==> src/rtl/uart_pkg.sv <==
// Shared UART definitions: FSM state encodings, parity modes, line levels.
// Imported by both the transmitter and the receiver.
package uart_pkg;

    localparam int unsigned MAX_DATA_BITS = 8;
    localparam int unsigned BIT_CNT_W     = 4;

    localparam int unsigned PAR_NONE = 0;
    localparam int unsigned PAR_ODD  = 1;
    localparam int unsigned PAR_EVEN = 2;

    localparam logic LINE_IDLE = 1'b1;
    localparam logic START_BIT = 1'b0;

    typedef enum logic [2:0] {
        ST_IDLE   = 3'd0,
        ST_START  = 3'd1,
        ST_DATA   = 3'd2,
        ST_PARITY = 3'd3,
        ST_STOP   = 3'd4
    } uart_state_e;

    // Unused data bits are already masked to zero, so they do not disturb the XOR.
    function automatic logic parity_bit(input logic [MAX_DATA_BITS-1:0] data,
                                        input int unsigned              mode);
        logic x;
        x = ^data;
        return (mode == PAR_ODD) ? ~x : x;
    endfunction

endpackage

==> src/rtl/uart_tx.sv <==
// UART transmitter: one-entry holding register feeding a shift stage, timed by
// an external OVERSAMPLE x baud `sample` pulse shared with the receiver.
module uart_tx
    import uart_pkg::*;
#(
    parameter int unsigned DATA_BITS  = 8,
    parameter int unsigned PARITY     = 0,
    parameter int unsigned STOP_BITS  = 1,
    parameter int unsigned OVERSAMPLE = 16
) (
    input  logic                     clk,
    input  logic                     reset,
    input  logic                     sample,
    input  logic                     tx_enable,
    input  logic [MAX_DATA_BITS-1:0] txdata,
    output logic                     tx_ready,
    output logic                     tx_busy,
    output logic                     tx
);

    localparam int unsigned SCNT_W = (OVERSAMPLE > 1) ? $clog2(OVERSAMPLE) : 1;

    localparam logic [SCNT_W-1:0]        SCNT_LAST = SCNT_W'(OVERSAMPLE - 1);
    localparam logic [BIT_CNT_W-1:0]     DATA_LAST = BIT_CNT_W'(DATA_BITS - 1);
    localparam logic [BIT_CNT_W-1:0]     STOP_LAST = BIT_CNT_W'(STOP_BITS - 1);
    localparam logic [MAX_DATA_BITS-1:0] DATA_MASK = MAX_DATA_BITS'((1 << DATA_BITS) - 1);
    localparam bit                       HAS_PARITY = (PARITY != PAR_NONE);

    uart_state_e              state_q, state_d;
    logic [SCNT_W-1:0]        scnt_q, scnt_d;
    logic [BIT_CNT_W-1:0]     bcnt_q, bcnt_d;
    logic [MAX_DATA_BITS-1:0] shift_q, shift_d;
    logic                     par_q, par_d;
    logic [MAX_DATA_BITS-1:0] hold_q, hold_d;
    logic                     hold_full_q, hold_full_d;
    logic                     tx_q, tx_d;
    logic                     tx_ready_q, tx_ready_d;

    logic bit_end;
    logic start_frame;

    // State register
    always_ff @(posedge clk or posedge reset) begin
        if (reset) begin
            state_q     <= ST_IDLE;
            scnt_q      <= '0;
            bcnt_q      <= '0;
            shift_q     <= '0;
            par_q       <= 1'b0;
            hold_q      <= '0;
            hold_full_q <= 1'b0;
            tx_q        <= LINE_IDLE;
            tx_ready_q  <= 1'b1;
        end else begin
            state_q     <= state_d;
            scnt_q      <= scnt_d;
            bcnt_q      <= bcnt_d;
            shift_q     <= shift_d;
            par_q       <= par_d;
            hold_q      <= hold_d;
            hold_full_q <= hold_full_d;
            tx_q        <= tx_d;
            tx_ready_q  <= tx_ready_d;
        end
    end

    // Next-state and registered-output logic
    always_comb begin
        state_d     = state_q;
        scnt_d      = scnt_q;
        bcnt_d      = bcnt_q;
        shift_d     = shift_q;
        par_d       = par_q;
        hold_d      = hold_q;
        hold_full_d = hold_full_q;
        tx_d        = tx_q;
        start_frame = 1'b0;
        bit_end     = sample && (scnt_q == SCNT_LAST);

        // A load only happens while the holding register is empty, so it can
        // never collide with the holding-to-shifter transfer below.
        if (tx_enable && tx_ready_q) begin
            hold_d      = txdata & DATA_MASK;
            hold_full_d = 1'b1;
        end

        if (sample) begin
            if (state_q != ST_IDLE) begin
                scnt_d = bit_end ? '0 : scnt_q + 1'b1;
            end

            case (state_q)
                ST_IDLE: begin
                    start_frame = hold_full_q;
                end
                ST_START: begin
                    if (bit_end) begin
                        state_d = ST_DATA;
                        bcnt_d  = '0;
                        tx_d    = shift_q[0];
                    end
                end
                ST_DATA: begin
                    if (bit_end) begin
                        if (bcnt_q == DATA_LAST) begin
                            bcnt_d = '0;
                            if (HAS_PARITY) begin
                                state_d = ST_PARITY;
                                tx_d    = par_q;
                            end else begin
                                state_d = ST_STOP;
                                tx_d    = LINE_IDLE;
                            end
                        end else begin
                            bcnt_d  = bcnt_q + 1'b1;
                            shift_d = shift_q >> 1;
                            tx_d    = shift_q[1];
                        end
                    end
                end
                ST_PARITY: begin
                    if (bit_end) begin
                        state_d = ST_STOP;
                        bcnt_d  = '0;
                        tx_d    = LINE_IDLE;
                    end
                end
                ST_STOP: begin
                    if (bit_end) begin
                        if (bcnt_q == STOP_LAST) begin
                            // Back-to-back frames: a waiting byte starts on this same edge.
                            if (hold_full_q) begin
                                start_frame = 1'b1;
                            end else begin
                                state_d = ST_IDLE;
                                bcnt_d  = '0;
                                tx_d    = LINE_IDLE;
                            end
                        end else begin
                            bcnt_d = bcnt_q + 1'b1;
                        end
                    end
                end
                default: begin
                    state_d = ST_IDLE;
                    tx_d    = LINE_IDLE;
                end
            endcase
        end

        if (start_frame) begin
            state_d     = ST_START;
            shift_d     = hold_q;
            par_d       = parity_bit(hold_q, PARITY);
            hold_full_d = 1'b0;
            scnt_d      = '0;
            bcnt_d      = '0;
            tx_d        = START_BIT;
        end

        tx_ready_d = ~hold_full_d;
    end

    assign tx       = tx_q;
    assign tx_ready = tx_ready_q;
    assign tx_busy  = (state_q != ST_IDLE) | hold_full_q;

endmodule
==> config.mk <==
export PLATFORM = sky130hd
export DESIGN_NAME = uart_tx
export DESIGN_NICKNAME = d
export VERILOG_FILES = /design/src/rtl/uart_pkg.sv /design/src/rtl/uart_tx.sv
export SDC_FILE = /design/constraint.sdc
export NUM_CORES = 1
export LEC_CHECK = 0
export ABC_AREA = 1
export CORE_UTILIZATION = 55
export CTS_CLUSTER_SIZE = 24
export DETAILED_ROUTE_END_ITERATION = 7
export PLACE_DENSITY = 0.77
export SLEW_MARGIN = 20
export SYNTH_ARGS = -nofsm -noshare
export SYNTH_HDL_FRONTEND = slang
export SYNTH_SLANG_ARGS = --single-unit
==> constraint.sdc <==
create_clock -name clk -period 2.9 [get_ports clk]
set_input_delay 0.58 -clock clk [delete_from_list [all_inputs] [get_ports clk]]
set_output_delay 0.58 -clock clk [all_outputs]
set_load 0.1 [all_outputs]
==> metrics.md <==
| Metric | Value |
|---|---|
| Status | `complete, no violations` |
| Post-Synth XOR/XNOR Area | `1.61%` |
| Layout cells sized above 1 | `12.5%` |
| Chip width | `56.4 um` |
| Yosys synthesis warning count | `0` |
| Slew HR | `76.2%` |
| Post-synth top cells | `nand2_1 (81), dfrtp_1 (28), inv_1 (25)` |
| Achievable clock frequency | `510 MHz` |
| Vias/cell | `5.45` |
| Via count | `1434` |
| Post-CTS Resized | `0` |
| HPWL after DPL | `2510 um` |
| Worst-Margin Slew | `356 ps` |
| Post-synthesis mux area share | `0%` |
| Total negative slack | `0 ps` |
| CTS tree | `built` |
| I/O Buffers | `14` |
| Count leader, synth | `nand2_1` |
| Adder-cell share of the synthesized area | `2.30%` |
| Final Hold Fails | `0` |
| Peak supply drop | `0.000708 V` |
| Total chip power | `0.00202 W` |
| FF+latch count, synth | `30` |
| Psw | `0.000956 W` |
| Clk Latency, worst-skew pair | `330 ps` |
| Post-synth EDFFs | `0` |
| Cts bufs inserted | `5` |
| Chip height | `56.4 um` |
| Reg2reg path depth | `11` |
| Pin count of the biggest net entering global routing | `31` |
| P_int | `0.00106 W` |
| Ant diodes | `0` |
| CP required | `2320 ps` |
| Clock sink count | `30` |
| Worst min-delay path class | `flop to flop` |
| Die area | `3190 um^2` |
| Data arrival, critical path | `1380 ps` |
| Hold Path Depth | `2` |
| Worst stage delay on the critical path | `440 ps` |
| Period Utilization, post-route | `67.7%` |
| Ys async rst share | `100%` |
| Clock power share | `12.8%` |
| Period minus WS final | `1960 ps` |
| Initial antenna violation count | `0` |
| Design Area, Final | `1850 um^2` |
| Switching Fraction | `47.3%` |
| Post-Synth Simple-Gate Area | `32.7%` |
| # setup viols final | `0` |
| Compound-Gate Fraction of Synth Area | `9.21%` |
| Total track usage | `23.0%` |
| Mapped Nets | `227` |
| Crit. path cell count | `3` |
| Clk buf depth | `2` |
| Hold_buf cts | `0` |
| Pwr Density | `1090 nW/um^2` |
| # H-tree levels | `2` |
| Clock skew | `15.0 ps` |
| Max-cap violations | `0` |
| Leakage | `0.966 nW` |
| CORE AREA | `2780 um^2` |
| Main synth FF type | `dfrtp_1` |
| Syn avg cell area | `7.69 um^2` |
| First-pass GRT wire length | `5660 um` |
| Setup CP Type | `flop to output pin` |
| Slowest stage cell, crit path | `dfrtp_1` |
| Yosys top cell by area | `dfrtp_1` |
| Final GP Congestion | `0.920` |
| IO Count | `15` |
| RSZ-0062 raised after global routing | `no` |
| Top-area cell type share of the netlist area | `43.0%` |
| Final core utilization | `66.4%` |
| Largest delay share family, worst path | `flip-flops` |
| Max Transition Viols Final | `0` |
| Crit path cell chain | `nor2_2, nand3_1, buf_4` |
| Dpl cell area | `1790 um^2` |
| Final wirelength | `3300 um` |
| CP Launch Type | `flop` |
| Library cells used by synthesis | `29` |
| Drc violations | `0` |
| Std cell rows | `19` |
| Root Driver | `clkbuf_4` |
| Setup Fix Bufs, Post-CTS | `0` |
| Comb power frac | `50.3%` |
| Area delta synth->final | `13.2%` |
| Final ANT Viol Nets | `0` |
| DR pass1 iterations | `4` |
| Wire per inst | `12.6 um` |
| Worst Setup End Kind | `output pin` |
| Initial DRC count | `71` |
| Reg power frac | `36.9%` |
| Sequential share of the synthesized area | `46.2%` |
| Cell count after synthesis | `212` |
| Starting Density | `58.6%` |
| CP max FO | `4` |
| Clock-pin transition on the worst setup and hold timing paths | `100 ps` |
| Grt total ovfl | `0` |
| Buf/Inv on CP | `1` |
| Fin nets | `246` |
| Vias in the first global route | `1345` |
| Synthesized area | `1630 um^2` |
| Synth area leaders | `dfrtp_1 (43%), nand2_1 (19%), inv_1 (5.8%), nand3_1 (5.2%), dfstp_2 (3.2%)` |
| Largest family of logic cells by synthesized area | `simple AND/OR/NAND/NOR gates` |
==> path summary, 6_finish.rpt <==
kind / startpoint / end / slack [ps]
min: tx / tx / 480
max in group asynchronous: reset / tx_ready / 1980
min reg2reg: tx / tx / 480
max: state_q[1] / tx_busy / 940
min in group asynchronous: reset / scnt_q[3] / 600
max reg2reg: bcnt_q[0] / bcnt_q[3] / 1050
==> worst min-delay path: cells and delay by family (launching register included) <==
family           cells  cell delay (ps)
flip-flops           1              390
AND/OR/NAND/NOR      1               50
AO/OA/AOI/OAI        1               50
==> cell usage in the layout, fill, tap and decap left out, drive strengths merged <==
| master | netlist | final |
|---|---|---|
| nand3 | 18 | 18 |
| nor3 | 2 | 2 |
| xnor2 | 1 | 1 |
| o211ai | 6 | 6 |
| clkinv | 1 | 2 |
| dfstp | 2 | 2 |
| o22ai | 3 | 3 |
| nand2 | 85 | 85 |
| buf | 3 | 4 |
| clkdlybuf4s50 | 0 | 11 |
| inv | 27 | 27 |
| a21boi | 2 | 2 |
| nand4 | 3 | 3 |
| o21ai | 5 | 5 |
| nor2 | 16 | 16 |
| a21oi | 4 | 4 |
| nand3b | 1 | 1 |
| xor2 | 2 | 2 |
| ha | 3 | 3 |
| clkbuf | 0 | 7 |
| dfrtp | 28 | 28 |
==> sequential cells by signal, summed over array words and instances (netlist names) <==
signal,count
tx,1
tx_ready,1
bcnt_q,4
hold_q,8
shift_q,8
scnt_q,4
state_q,3
hold_full_q,1
==> power groups by stage <==
stage | registers [W] | logic (W) | clock network [W]
after floorplan | 0.000818 | 0.000728 | 0
after global placement | 0.000747 | 0.000974 | 0
after detailed placement | 0.000753 | 0.00101 | 0
after CTS | 0.000744 | 0.00101 | 0.000265
after global routing | 0.000767 | 0.00113 | 0.000279
final | 0.000745 | 0.00102 | 0.000259
==> cell families after synthesis <==
logic type,count (synthesis)
AND/OR/NAND/NOR,125
adder cells (fa/ha/maj),3
flip-flops,30
XOR/XNOR,3
buffers and inverters,31
AO/OA/AOI/OAI,20
==> stage by stage <==
step / hold slack (ps) / instances / setup WS [ps]
detailed placement: 464 / 255 / 630
CTS: 481 / 263 / 944
floorplan: 449 / 212 / 818
global route: 500 / 263 / 791
finish: 481 / 263 / 937
global placement: 458 / 255 / 662
==> routing by layer <==
metal / routed length, um / global-route usage (%) / share of wire, %
met1: 1450 / 28.6 / 44
met2: 1630 / 38.2 / 49
met3: 147 / 4.61 / 4.5
met5: 0 / 0 / 0
met4: 78 / 10.8 / 2.4
==> final cells by class <==
type,count,area [um^2]
Clock buffer,7,55.1
Clock inverter,1,5.00
Fill cell,237,936
Inverter,28,106
Multi-Input combinational cell,151,747
Sequential cell,30,753
Tap cell,31,38.8
Timing Repair Buffer,15,140
Note: power is estimated with default switching activity, not from simulation.
